==> src/rtl/mux_stream_pkg.sv <==
// Shared constants and helpers for the N:1 valid/ready stream multiplexer.
package mux_stream_pkg;

    localparam logic MODE_DIRECT = 1'b0;
    localparam logic MODE_RR     = 1'b1;

    // Channel index width; never collapses to zero bits for tiny N.
    function automatic int clog2_safe(input int n);
        return (n <= 2) ? 1 : $clog2(n);
    endfunction

endpackage

==> src/rtl/rr_arbiter.sv <==
// Rotating-priority arbiter: grants the first requester at or after ptr, wrapping around.
module rr_arbiter
    import mux_stream_pkg::*;
#(
    parameter int N = 4,
    localparam int SEL_W = clog2_safe(N)
) (
    input  logic             clk,
    input  logic             rst,
    input  logic [N-1:0]     req,
    input  logic             advance,
    output logic [SEL_W-1:0] gnt_idx,
    output logic             gnt_v
);

    logic [SEL_W-1:0] ptr_q, ptr_d;
    logic [SEL_W-1:0] hi_idx, lo_idx;
    logic             hi_v, lo_v;

    // Requesters at or above ptr outrank those below it; the descending loop leaves the
    // lowest index of each half as the winner.
    always_comb begin
        hi_v   = 1'b0;
        lo_v   = 1'b0;
        hi_idx = '0;
        lo_idx = '0;
        for (int i = N - 1; i >= 0; i--) begin
            if (req[i]) begin
                if (SEL_W'(i) >= ptr_q) begin
                    hi_v   = 1'b1;
                    hi_idx = SEL_W'(i);
                end else begin
                    lo_v   = 1'b1;
                    lo_idx = SEL_W'(i);
                end
            end
        end
        gnt_idx = hi_v ? hi_idx : lo_idx;
        gnt_v   = hi_v | lo_v;
    end

    always_comb begin
        ptr_d = ptr_q;
        if (advance) begin
            ptr_d = (gnt_idx == SEL_W'(N - 1)) ? '0 : gnt_idx + SEL_W'(1);
        end
    end

    always_ff @(posedge clk or posedge rst) begin
        if (rst) begin
            ptr_q <= '0;
        end else begin
            ptr_q <= ptr_d;
        end
    end

endmodule

==> src/rtl/mux_nx1_stream.sv <==
// N:1 valid/ready stream mux with direct or round-robin selection and a registered output.
module mux_nx1_stream
    import mux_stream_pkg::*;
#(
    parameter int WIDTH = 8,
    parameter int N     = 4,
    localparam int SEL_W = clog2_safe(N)
) (
    input  logic               clk,
    input  logic               rst,
    input  logic               rr_en,
    input  logic [SEL_W-1:0]   sel,
    input  logic [N*WIDTH-1:0] in_data,
    input  logic [N-1:0]       in_valid,
    output logic [N-1:0]       in_ready,
    output logic [WIDTH-1:0]   out_data,
    output logic [SEL_W-1:0]   out_chan,
    output logic               out_valid,
    input  logic               out_ready
);

    logic             load;
    logic             transfer;
    logic [SEL_W-1:0] gnt, rr_gnt;
    logic             gnt_v, rr_gnt_v, dir_gnt_v;
    logic [WIDTH-1:0] gnt_data;

    assign load = ~out_valid | out_ready;

    rr_arbiter #(
        .N (N)
    ) u_arb (
        .clk     (clk),
        .rst     (rst),
        .req     (in_valid),
        .advance (transfer & (rr_en == MODE_RR)),
        .gnt_idx (rr_gnt),
        .gnt_v   (rr_gnt_v)
    );

    // sel values at or beyond N (non power-of-two N) match no channel and never grant.
    always_comb begin
        dir_gnt_v = 1'b0;
        for (int i = 0; i < N; i++) begin
            if (sel == SEL_W'(i)) begin
                dir_gnt_v = in_valid[i];
            end
        end
    end

    assign gnt      = (rr_en == MODE_RR) ? rr_gnt : sel;
    assign gnt_v    = (rr_en == MODE_RR) ? rr_gnt_v : dir_gnt_v;
    assign transfer = load & gnt_v;

    always_comb begin
        in_ready = '0;
        gnt_data = '0;
        for (int i = 0; i < N; i++) begin
            if (gnt == SEL_W'(i)) begin
                in_ready[i] = transfer;
                gnt_data    = in_data[i*WIDTH +: WIDTH];
            end
        end
    end

    always_ff @(posedge clk or posedge rst) begin
        if (rst) begin
            out_valid <= 1'b0;
            out_data  <= '0;
            out_chan  <= '0;
        end else if (load) begin
            out_valid <= gnt_v;
            if (gnt_v) begin
                out_data <= gnt_data;
                out_chan <= gnt;
            end
        end
    end

    a_ready_onehot: assert property (@(posedge clk) disable iff (rst) $onehot0(in_ready));

    a_hold_stable: assert property (@(posedge clk) disable iff (rst)
        (out_valid && !out_ready) |=> (out_valid && $stable(out_data) && $stable(out_chan)));

endmodule
==> config.mk <==
export PLATFORM = sky130hd
export DESIGN_NAME = mux_nx1_stream
export DESIGN_NICKNAME = d
export VERILOG_FILES = /design/src/rtl/mux_stream_pkg.sv /design/src/rtl/rr_arbiter.sv /design/src/rtl/mux_nx1_stream.sv
export SDC_FILE = /design/constraint.sdc
export NUM_CORES = 1
export LEC_CHECK = 0
export CORE_MARGIN = 2
export CORE_UTILIZATION = 30
export CTS_BUF_LIST = sky130_fd_sc_hd__clkbuf_16
export CTS_CLUSTER_DIAMETER = 200
export DETAILED_ROUTE_END_ITERATION = 7
export DONT_BUFFER_PORTS = 1
export PLACE_DENSITY = 0.52
export REMOVE_ABC_BUFFERS = 1
export SYNTH_ARGS = -nofsm -noshare
export SYNTH_HDL_FRONTEND = slang
export SYNTH_HIERARCHICAL = 1
export SYNTH_SLANG_ARGS = --single-unit
export TNS_END_PERCENT = 10
==> constraint.sdc <==
create_clock -name clk -period 2.03 [get_ports clk]
set_clock_uncertainty 0.1 [all_clocks]
set_input_delay 0.1015 -clock clk [delete_from_list [all_inputs] [get_ports clk]]
set_output_delay 0.1015 -clock clk [all_outputs]
set_load 0.005 [all_outputs]
==> metrics.cfg, run 1 <==
[timing]
finalCritPeriodShare = 1.06
rsz0062_at_grt = true
setup_violations = 8
drv_slew = 0
fmax_mhz = 465
finalSetupTns_ns = -0.828
hold_viol = 0
worst_hold_slack_ns = 0.00808
max_slew_margin = 0.692
setup_slack_ns = -0.120
final.min_clock_period_ns = 2.15
worst_pin_slew_ns = 0.462

[power]
leakagePower_nw = 0.450
total_power_w = 0.00128
p_per_area_mw_per_mm2 = 1170
ir_worst_vdd_uv = 559

[floorplan]
fp.dieW_um = 59.0
dieArea_mm2 = 0.00348
start_util = 0.324
pin_count = 57
coreArea_mm2 = 0.00281
rows = 19
fp.dieH_um = 59.0

[global_routing]
grt_pass1_wl_um = 3330
grt_max_degree = 12
grt_overflow = 0
grt_pass1_vias = 719
antenna_found_initial = 0
grt_use_total = 0.131

[route]
drt-initial-drc-count = 16
via_per_inst = 5.89
wl_per_cell_um = 18.6
drt-pass1-iter-count = 2
vias = 660
antenna_left = 0
drc = 0
wirelength_um = 2090

[clocking]
cts_root_buffer = clkbuf_16
cts_tree = yes
clk_latency_ns = 0.24
cts_buffers = 3
post_cts_buffers = 0
cts.sinks = 13
clockBufferDepth = 2
cts.clk_slew.worst_paths_ns = 0.04
h-tree-depth = 1

[status]
violations = negative setup slack
status = finished, violations left

[yosys]
synth_cell_types = 23
synth_area_leaders = dfrtp_1, mux4_2, mux2_2, mux2i_1, a21oi_1
ys_seq_area_frac = 0.358
synth_edf_count = 0
yosys-top-cells-count = dfrtp_1, mux2_2, mux4_2
yosysWarnings = 6
async_reset_ff_frac = 1.00
syn-instance-count = 72
ys_seq_elements = 13
ys.flop_type = dfrtp_1
synth_area_per_cell_um2 = 12.6
yosys.area.top_type_share = 0.358
synth_top_cell_by_area = dfrtp_1
yosysMostFrequentCell = dfrtp_1
synth.cell_area_um2 = 908

[cells_and_area]
synthToLayoutAreaGrowth_pct = 19.7
multi_input_area_um2 = 553
nFillCells = 291
insertedDiodeCount = 0
fin_nets = 124
area.sequential_um2 = 325
drive_gt1_frac = 0.457

[run]
maxCapViolCount = 0

[critical_path]
crit_required_ns = 2.05
critPathLaunch = u_arb/ptr_q[0]$_DFFE_PP0P_
start_kind = flop
critPathMaxFanout = 6
worstReg2RegStart = u_arb/ptr_q[0]$_DFFE_PP0P_
crit_type = flop to flop
end_kind = flop
arrival_ns = 2.17

[place]
place_congestion = 0.827
numPortBuffers = 0
hpwl_um = 1580

[hold_path]
worstHoldStart = out_ready
min_path_type = input pin to flop

-- state kept, by name, indices dropped and copies added, names as in the netlist --
signal       flops
out_valid        1
out_chan         2
out_data         8
u_arb/ptr_q      2
-- cells in the final DEF, fill, tap and decap left out --
cell type       n
inv_2           2
xnor2_1         1
nand2_1         1
nor2_1          3
buf_4           6
o211ai_2        1
a21oi_1         5
clkbuf_16       3
a221o_1         1
nand3_1         1
nor3_1          3
mux2_2         10
o21ai_0         1
nand2b_1        3
a21oi_4         1
and3_1          1
o221ai_2        1
mux2_4          3
dlygate4sd3_1   2
inv_1           6
mux4_2          9
dfrtp_1        13
mux2i_1         3
nor3_2          1
-- area by class of cell --
type	instances	share of cell area
multi-input cells	49	0.509
flip-flops and latches	13	0.299
clock buffers	3	0.0690
repair buffers	8	0.0598
well taps	31	0.0357
inverters	7	0.0242
clock inverters	1	0.00345
-- worst paths after layout --
| kind | slack (ns) | cells after the start | to |
|---|---|---|---|
| max in group asynchronous | 1.27 | 2 | out_data[0]$_DFFE_PP0P_ |
| worst min register to register | 0.43 | 1 | out_data[1]$_DFFE_PP0P_ |
| worst max register to register | -0.12 | 6 | out_data[3]$_DFFE_PP0P_ |
| worst max-delay path | -0.12 | 6 | out_data[3]$_DFFE_PP0P_ |
| worst min-delay path | 0.008 | 2 | out_valid$_DFFE_PP0P_ |
| min in group asynchronous | 0.09 | 2 | u_arb/ptr_q[1]$_DFFE_PP0P_ |
-- worst max-delay path, stage by stage, from the launching register on --
cell     delay [ns]
dfrtp_1        0.35
inv_2          0.04
a221o_1        0.35
a21oi_4        0.16
mux2_4         0.26
mux4_2         0.50
mux2_2         0.27
-- logic make-up (layout without fill, tap and decap cells) --
logic type | after synthesis | in the layout | share of synthesized area
AO/OA/AOI/OAI | 10 | 10 | 0.0854
multiplexers | 24 | 25 | 0.409
flip-flops | 13 | 13 | 0.358
buffers and inverters | 11 | 19 | 0.0661
XOR/XNOR | 1 | 1 | 0.00964
AND/OR/NAND/NOR | 13 | 13 | 0.0716
-- metrics by stage --
stage          setup WS, ns  instance area [µm²]  cells   util
3_5_place_dp         -0.181                  958    105  0.342
6_report             -0.120                 1090    112  0.388
3_3_place_gp         -0.151                  958    105  0.342
4_1_cts              -0.133                 1080    112  0.386
2_1_floorplan        -0.151                  875     68      -
5_1_grt              -0.206                 1090    112  0.388
-- per-layer routing --
layer | vias to the layer above | wire (µm) | GRT usage
met1 | 323 | 857 | 0.165
met5 | - | 0 | 0
met2 | 44 | 968 | 0.198
met3 | 2 | 244 | 0.0502
met4 | 0 | 17 | 0.0584
li1 | 291 | - | -
-- power breakdown --
part	total, W	switching (W)	internal [W]	leakage, nW
clock network	0.000362	0.000103	0.000259	0.0423
logic	0.000480	0.000197	0.000283	0.259
registers	0.000433	0.0000725	0.000361	0.148
total	0.00128	0.000373	0.000904	0.450
-- what timing repair did --
action	CTS	global route
gates cloned	1	0
pin swaps	1	0
gates resized for setup	3	1
endpoints found under the hold margin	14	0
hold buffers	2	0
setup endpoints to repair	8	9
Note: power is estimated with default switching activity, not from simulation.
==> run 2: changes to the inputs <==
- REMOVE_ABC_BUFFERS: 1 -> unset
==> metrics.cfg, run 2 (synthesis gave the netlist of run 1 again) <==
[critical_path]
arrival_ns = 2.14
cpLargestDelayFamily = multiplexers
start_kind = flop
cp.buffers_inverters = 0
r2r_cells = 5
critPathMaxFanout = 5
reg2reg_slack_ns = -0.09
critPathSlowestCell = mux4_2
crit_type = flop to flop
crit_required_ns = 2.05
worstPathCellList = a221o_1 > a21oi_4 > mux2_4 > mux4_2 > mux2_4
r2r-end = out_data[0]$_DFFE_PP0P_
cp.depth = 5
cpPeakStageDelay_ns = 0.50
critPathMostFrequentCell = mux2_4
end_kind = flop
worstReg2RegStart = u_arb/ptr_q[1]$_DFFE_PP0P_
critPathLaunch = u_arb/ptr_q[1]$_DFFE_PP0P_

[route]
drc = 0
via_per_inst = 5.84
antenna_left = 0
drt-pass1-iter-count = 4
vias = 642
wl_per_cell_um = 18.4
wirelength_um = 2030
drt-initial-drc-count = 29

[place]
place_congestion = 0.767
dp_slack_ns = -0.188
numPortBuffers = 0
hpwl_um = 1550

[status]
status = finished, violations left
violations = negative hold slack, negative setup slack

[cells_and_area]
drive_gt1_frac = 0.468
final_cell_mix = dfrtp_1, mux4_2, mux2_2, inv_1, a21oi_1
synthToLayoutAreaGrowth_pct = 19.6
largest-register = out_data
largestRegisters = out_data x8, out_chan x2, u_arb/ptr_q x2
fin_nets = 122
mostFrequentLayoutCell = dfrtp_1
largest_reg_flops = 8
insertedDiodeCount = 0
nFillCells = 280

[global_routing]
antenna_found_initial = 0
grt_max_degree = 15
grt_overflow = 0
grt_pass1_wl_um = 3190
grt_pass1_vias = 709
grt_use_total = 0.131

[power]
ir_worst_vdd_uv = 502
p_per_area_mw_per_mm2 = 1160
leakagePower_nw = 0.447

[floorplan]
dieArea_mm2 = 0.00348
start_util = 0.324
fp.dieW_um = 59.0
pin_count = 57
rows = 19
fp.dieH_um = 59.0
coreArea_mm2 = 0.00281

[timing]
worst_hold_slack_ns = -0.00188
drv_slew = 0
worst_pin_slew_ns = 0.465
hold_viol = 1
fmax_mhz = 471
setup_violations = 8
setup_slack_ns = -0.0925
max_slew_margin = 0.690
finalCritPeriodShare = 1.05
rsz0062_at_grt = true
final.min_clock_period_ns = 2.12

[clocking]
h-tree-depth = 1
clockBufferDepth = 2
cts.sinks = 13
clk_latency_ns = 0.24
cts_buffers = 3
cts_root_buffer = clkbuf_16
cts_tree = yes
cts.clk_slew.worst_paths_ns = 0.04

[hold_path]
holdPathStages = 2
min_path_type = input pin to flop
hold_end = out_valid$_DFFE_PP0P_
worstHoldStart = out_ready

[run]
maxCapViolCount = 0

[yosys]
syn_nets = 114

-- run 2: cell types whose count changed in the layout (fill, tap and decap cells not counted), sizes merged --
cell  change
buf       -2
-- run 2: power by group --
| group | internal [W] | switching, W | leakage (nW) |
|---|---|---|---|
| Sequential | 0.000361 | 0.0000806 | 0.148 |
| Clock | 0.000259 | 0.000105 | 0.0423 |
| Combinational | 0.000273 | 0.000183 | 0.257 |
-- run 2: stage by stage --
| step | total power, W | setup TNS, ns | area, µm² | util | instances |
|---|---|---|---|---|---|
| final | 0.00126 | -0.572 | 1090 | 0.387 | 110 |
| after global routing | 0.00136 | -1.28 | 1090 | 0.387 | 110 |
| after CTS | 0.00127 | -0.795 | 1070 | 0.380 | 110 |
| after detailed placement | 0.000849 | -1.42 | 928 | 0.331 | 101 |
| after global placement | 0.000840 | -1.30 | 928 | 0.331 | 101 |
| after floorplan | 0.000792 | -1.10 | 912 | - | 72 |
-- run 2: how the worst max path moves through the flow --
stage,end
6_report,out_data[0]$_DFFE_PP0P_
3_3_place_gp,out_data[0]$_DFFE_PP0P_
2_1_floorplan,out_data[0]$_DFFE_PP0P_
4_1_cts,out_data[2]$_DFFE_PP0P_
3_5_place_dp,out_data[2]$_DFFE_PP0P_
5_1_grt,out_data[0]$_DFFE_PP0P_
-- run 2: layout make-up --
cell class                      instances  area, µm²  share of cell area
Multi-Input combinational cell         49        567               0.522
Sequential cell                        13        325               0.300
Inverter                                7       26.3              0.0242
Tap cell                               31       38.8              0.0357
Timing Repair Buffer                    6       50.0              0.0461
Clock buffer                            3       75.1              0.0691
Clock inverter                          1       3.75             0.00346
-- run 2: per-layer routing --
metal  track usage  vias to the layer above  routed length, µm
met1         0.146                      304                761
li1              -                      289                  -
met5             0                        -                  0
met4        0.0779                        0                 44
met3        0.0502                        5                255
met2         0.211                       44                968
-- run 2: repair_timing --
action | in CTS | in global routing
resized for setup | 3 | 4
gates cloned | 1 | 0
pin swaps | 1 | 1
setup endpoints to repair | 10 | 11
hold buffers | 2 | 0
setup buffers | 2 | 0
hold endpoints to repair | 14 | 0
==> run 3: changes to the inputs <==
- CTS_BUF_LIST: sky130_fd_sc_hd__clkbuf_16 -> unset
==> metrics.cfg, run 3 (synthesis gave the netlist of run 1 again) <==
[clocking]
cts_root_buffer = clkbuf_4
h-tree-depth = 1
cts.clk_slew.worst_paths_ns = 0.08
cts.sinks = 13
clockBufferDepth = 2
clk_latency_ns = 0.27
cts_buffers = 3
cts_tree = yes

[critical_path]
end_kind = flop
crit_type = flop to flop
start_kind = flop
critPathSlowestCell = mux4_2
reg2reg_slack_ns = -0.17
arrival_ns = 2.26
critPathMostFrequentCell = mux2_4
cpPeakStageDelay_ns = 0.50
cpLargestDelayFamily = multiplexers
cp.buffers_inverters = 0
worstPathCellList = a221o_1 > a21oi_4 > mux2_4 > mux4_2 > mux2_4
crit_required_ns = 2.09
critPathMaxFanout = 5

[timing]
worst_hold_slack_ns = 0.0279
rsz0062_at_grt = true
final.min_clock_period_ns = 2.20
setup_violations = 8
worst_pin_slew_ns = 0.465
setup_slack_ns = -0.167
drv_slew = 0
fmax_mhz = 455
max_slew_margin = 0.690
finalCritPeriodShare = 1.08
hold_viol = 0

[yosys]
syn_nets = 114

[floorplan]
rows = 19
pin_count = 57
fp.dieH_um = 59.0
fp.dieW_um = 59.0
start_util = 0.324
dieArea_mm2 = 0.00348
coreArea_mm2 = 0.00281

[cells_and_area]
utilization = 0.376
largest-register = out_data
fin_nets = 123
largest_reg_flops = 8
drive_gt1_frac = 0.475
mostFrequentLayoutCell = dfrtp_1
insertedDiodeCount = 0
synthToLayoutAreaGrowth_pct = 16.0
largestRegisters = out_data x8, out_chan x2, u_arb/ptr_q x2
final_cell_mix = dfrtp_1, mux4_2, mux2_2, inv_1

[global_routing]
grt_overflow = 0
grt_max_degree = 15
antenna_found_initial = 0
grt_use_total = 0.131
grt_pass1_wl_um = 3250
grt_pass1_vias = 713

[hold_path]
min_path_type = input pin to async pin

[power]
p_sw_w = 0.000356
power_frac_clock = 0.150
combPwrFrac = 0.438
leakagePower_nw = 0.426
internal_power_w = 0.000712
ir_worst_vdd_uv = 339
p_sw_frac = 0.333
total_power_w = 0.00107
p_per_area_mw_per_mm2 = 1010
p_seq_frac = 0.412

[place]
numPortBuffers = 0
place_congestion = 0.767
hpwl_um = 1550

[status]
violations = negative setup slack
status = finished, violations left

[route]
drt-pass1-iter-count = 4
antenna_left = 0
wl_per_cell_um = 18.3
via_per_inst = 5.85
wirelength_um = 2030
vias = 649
drc = 0
drt-initial-drc-count = 38

[run]
maxCapViolCount = 0

## run 3: cell types whose count changed in the layout (fill, tap and decap cells not counted), sizes merged
cell         change
clkbuf           +1
dlygate4sd3      +1
inv              -1
## run 3: cell type report
| cell class | instances | area [µm²] |
|---|---|---|
| clock buffers | 4 | 26.3 |
| fillers | 286 | 1750 |
| inverters | 7 | 26.3 |
| multi-input cells | 49 | 577 |
| flip-flops and latches | 13 | 325 |
| well taps | 31 | 38.8 |
| repair buffers | 7 | 60.1 |
## run 3: power by group through the flow
stage / Combinational (W) / Sequential [W] / Clock [W]
floorplan: 0.000367 / 0.000424 / 0
CTS: 0.000449 / 0.000443 / 0.000169
finish: 0.000468 / 0.000440 / 0.000161
global route: 0.000513 / 0.000456 / 0.000187
detailed placement: 0.000402 / 0.000447 / 0
global placement: 0.000395 / 0.000445 / 0
## run 3: final timing paths
path	from	endpoint	cells past startpoint
worst max-delay path	u_arb/ptr_q[1]$_DFFE_PP0P_	out_data[0]$_DFFE_PP0P_	5
worst min-delay path	rst	u_arb/ptr_q[1]$_DFFE_PP0P_	2
worst max register to register	u_arb/ptr_q[1]$_DFFE_PP0P_	out_data[0]$_DFFE_PP0P_	5
worst min register to register	out_data[7]$_DFFE_PP0P_	out_data[7]$_DFFE_PP0P_	1
max in group asynchronous	rst	out_data[1]$_DFFE_PP0P_	2
min in group clk	rr_en	u_arb/ptr_q[1]$_DFFE_PP0P_	2
## run 3: repair_timing
action | CTS | global route
endpoints found under the setup margin | 11 | 12
hold buffers | 3 | 0
cloned | 1 | 0
endpoints found under the hold margin | 14 | 0
resized for setup | 6 | 3
setup buffers | 1 | 1
pin swaps | 0 | 2
## run 3: per-layer routing
layer	vias up	global-route usage	wire [µm]
li1	292	-	-
met1	305	0.152	746
met2	47	0.210	997
met3	5	0.0524	242
met4	0	0.0682	39
met5	-	0	0
## run 3: per-stage QoR
| step | TNS, ns | setup WS [ns] | instances | area [µm²] |
|---|---|---|---|---|
| finish | -1.16 | -0.167 | 111 | 1050 |
| CTS | -1.11 | -0.157 | 110 | 1030 |
| global route | -1.86 | -0.232 | 111 | 1050 |
| floorplan | -1.10 | -0.155 | 72 | 912 |
| detailed placement | -1.42 | -0.188 | 101 | 928 |
| global placement | -1.30 | -0.172 | 101 | 928 |
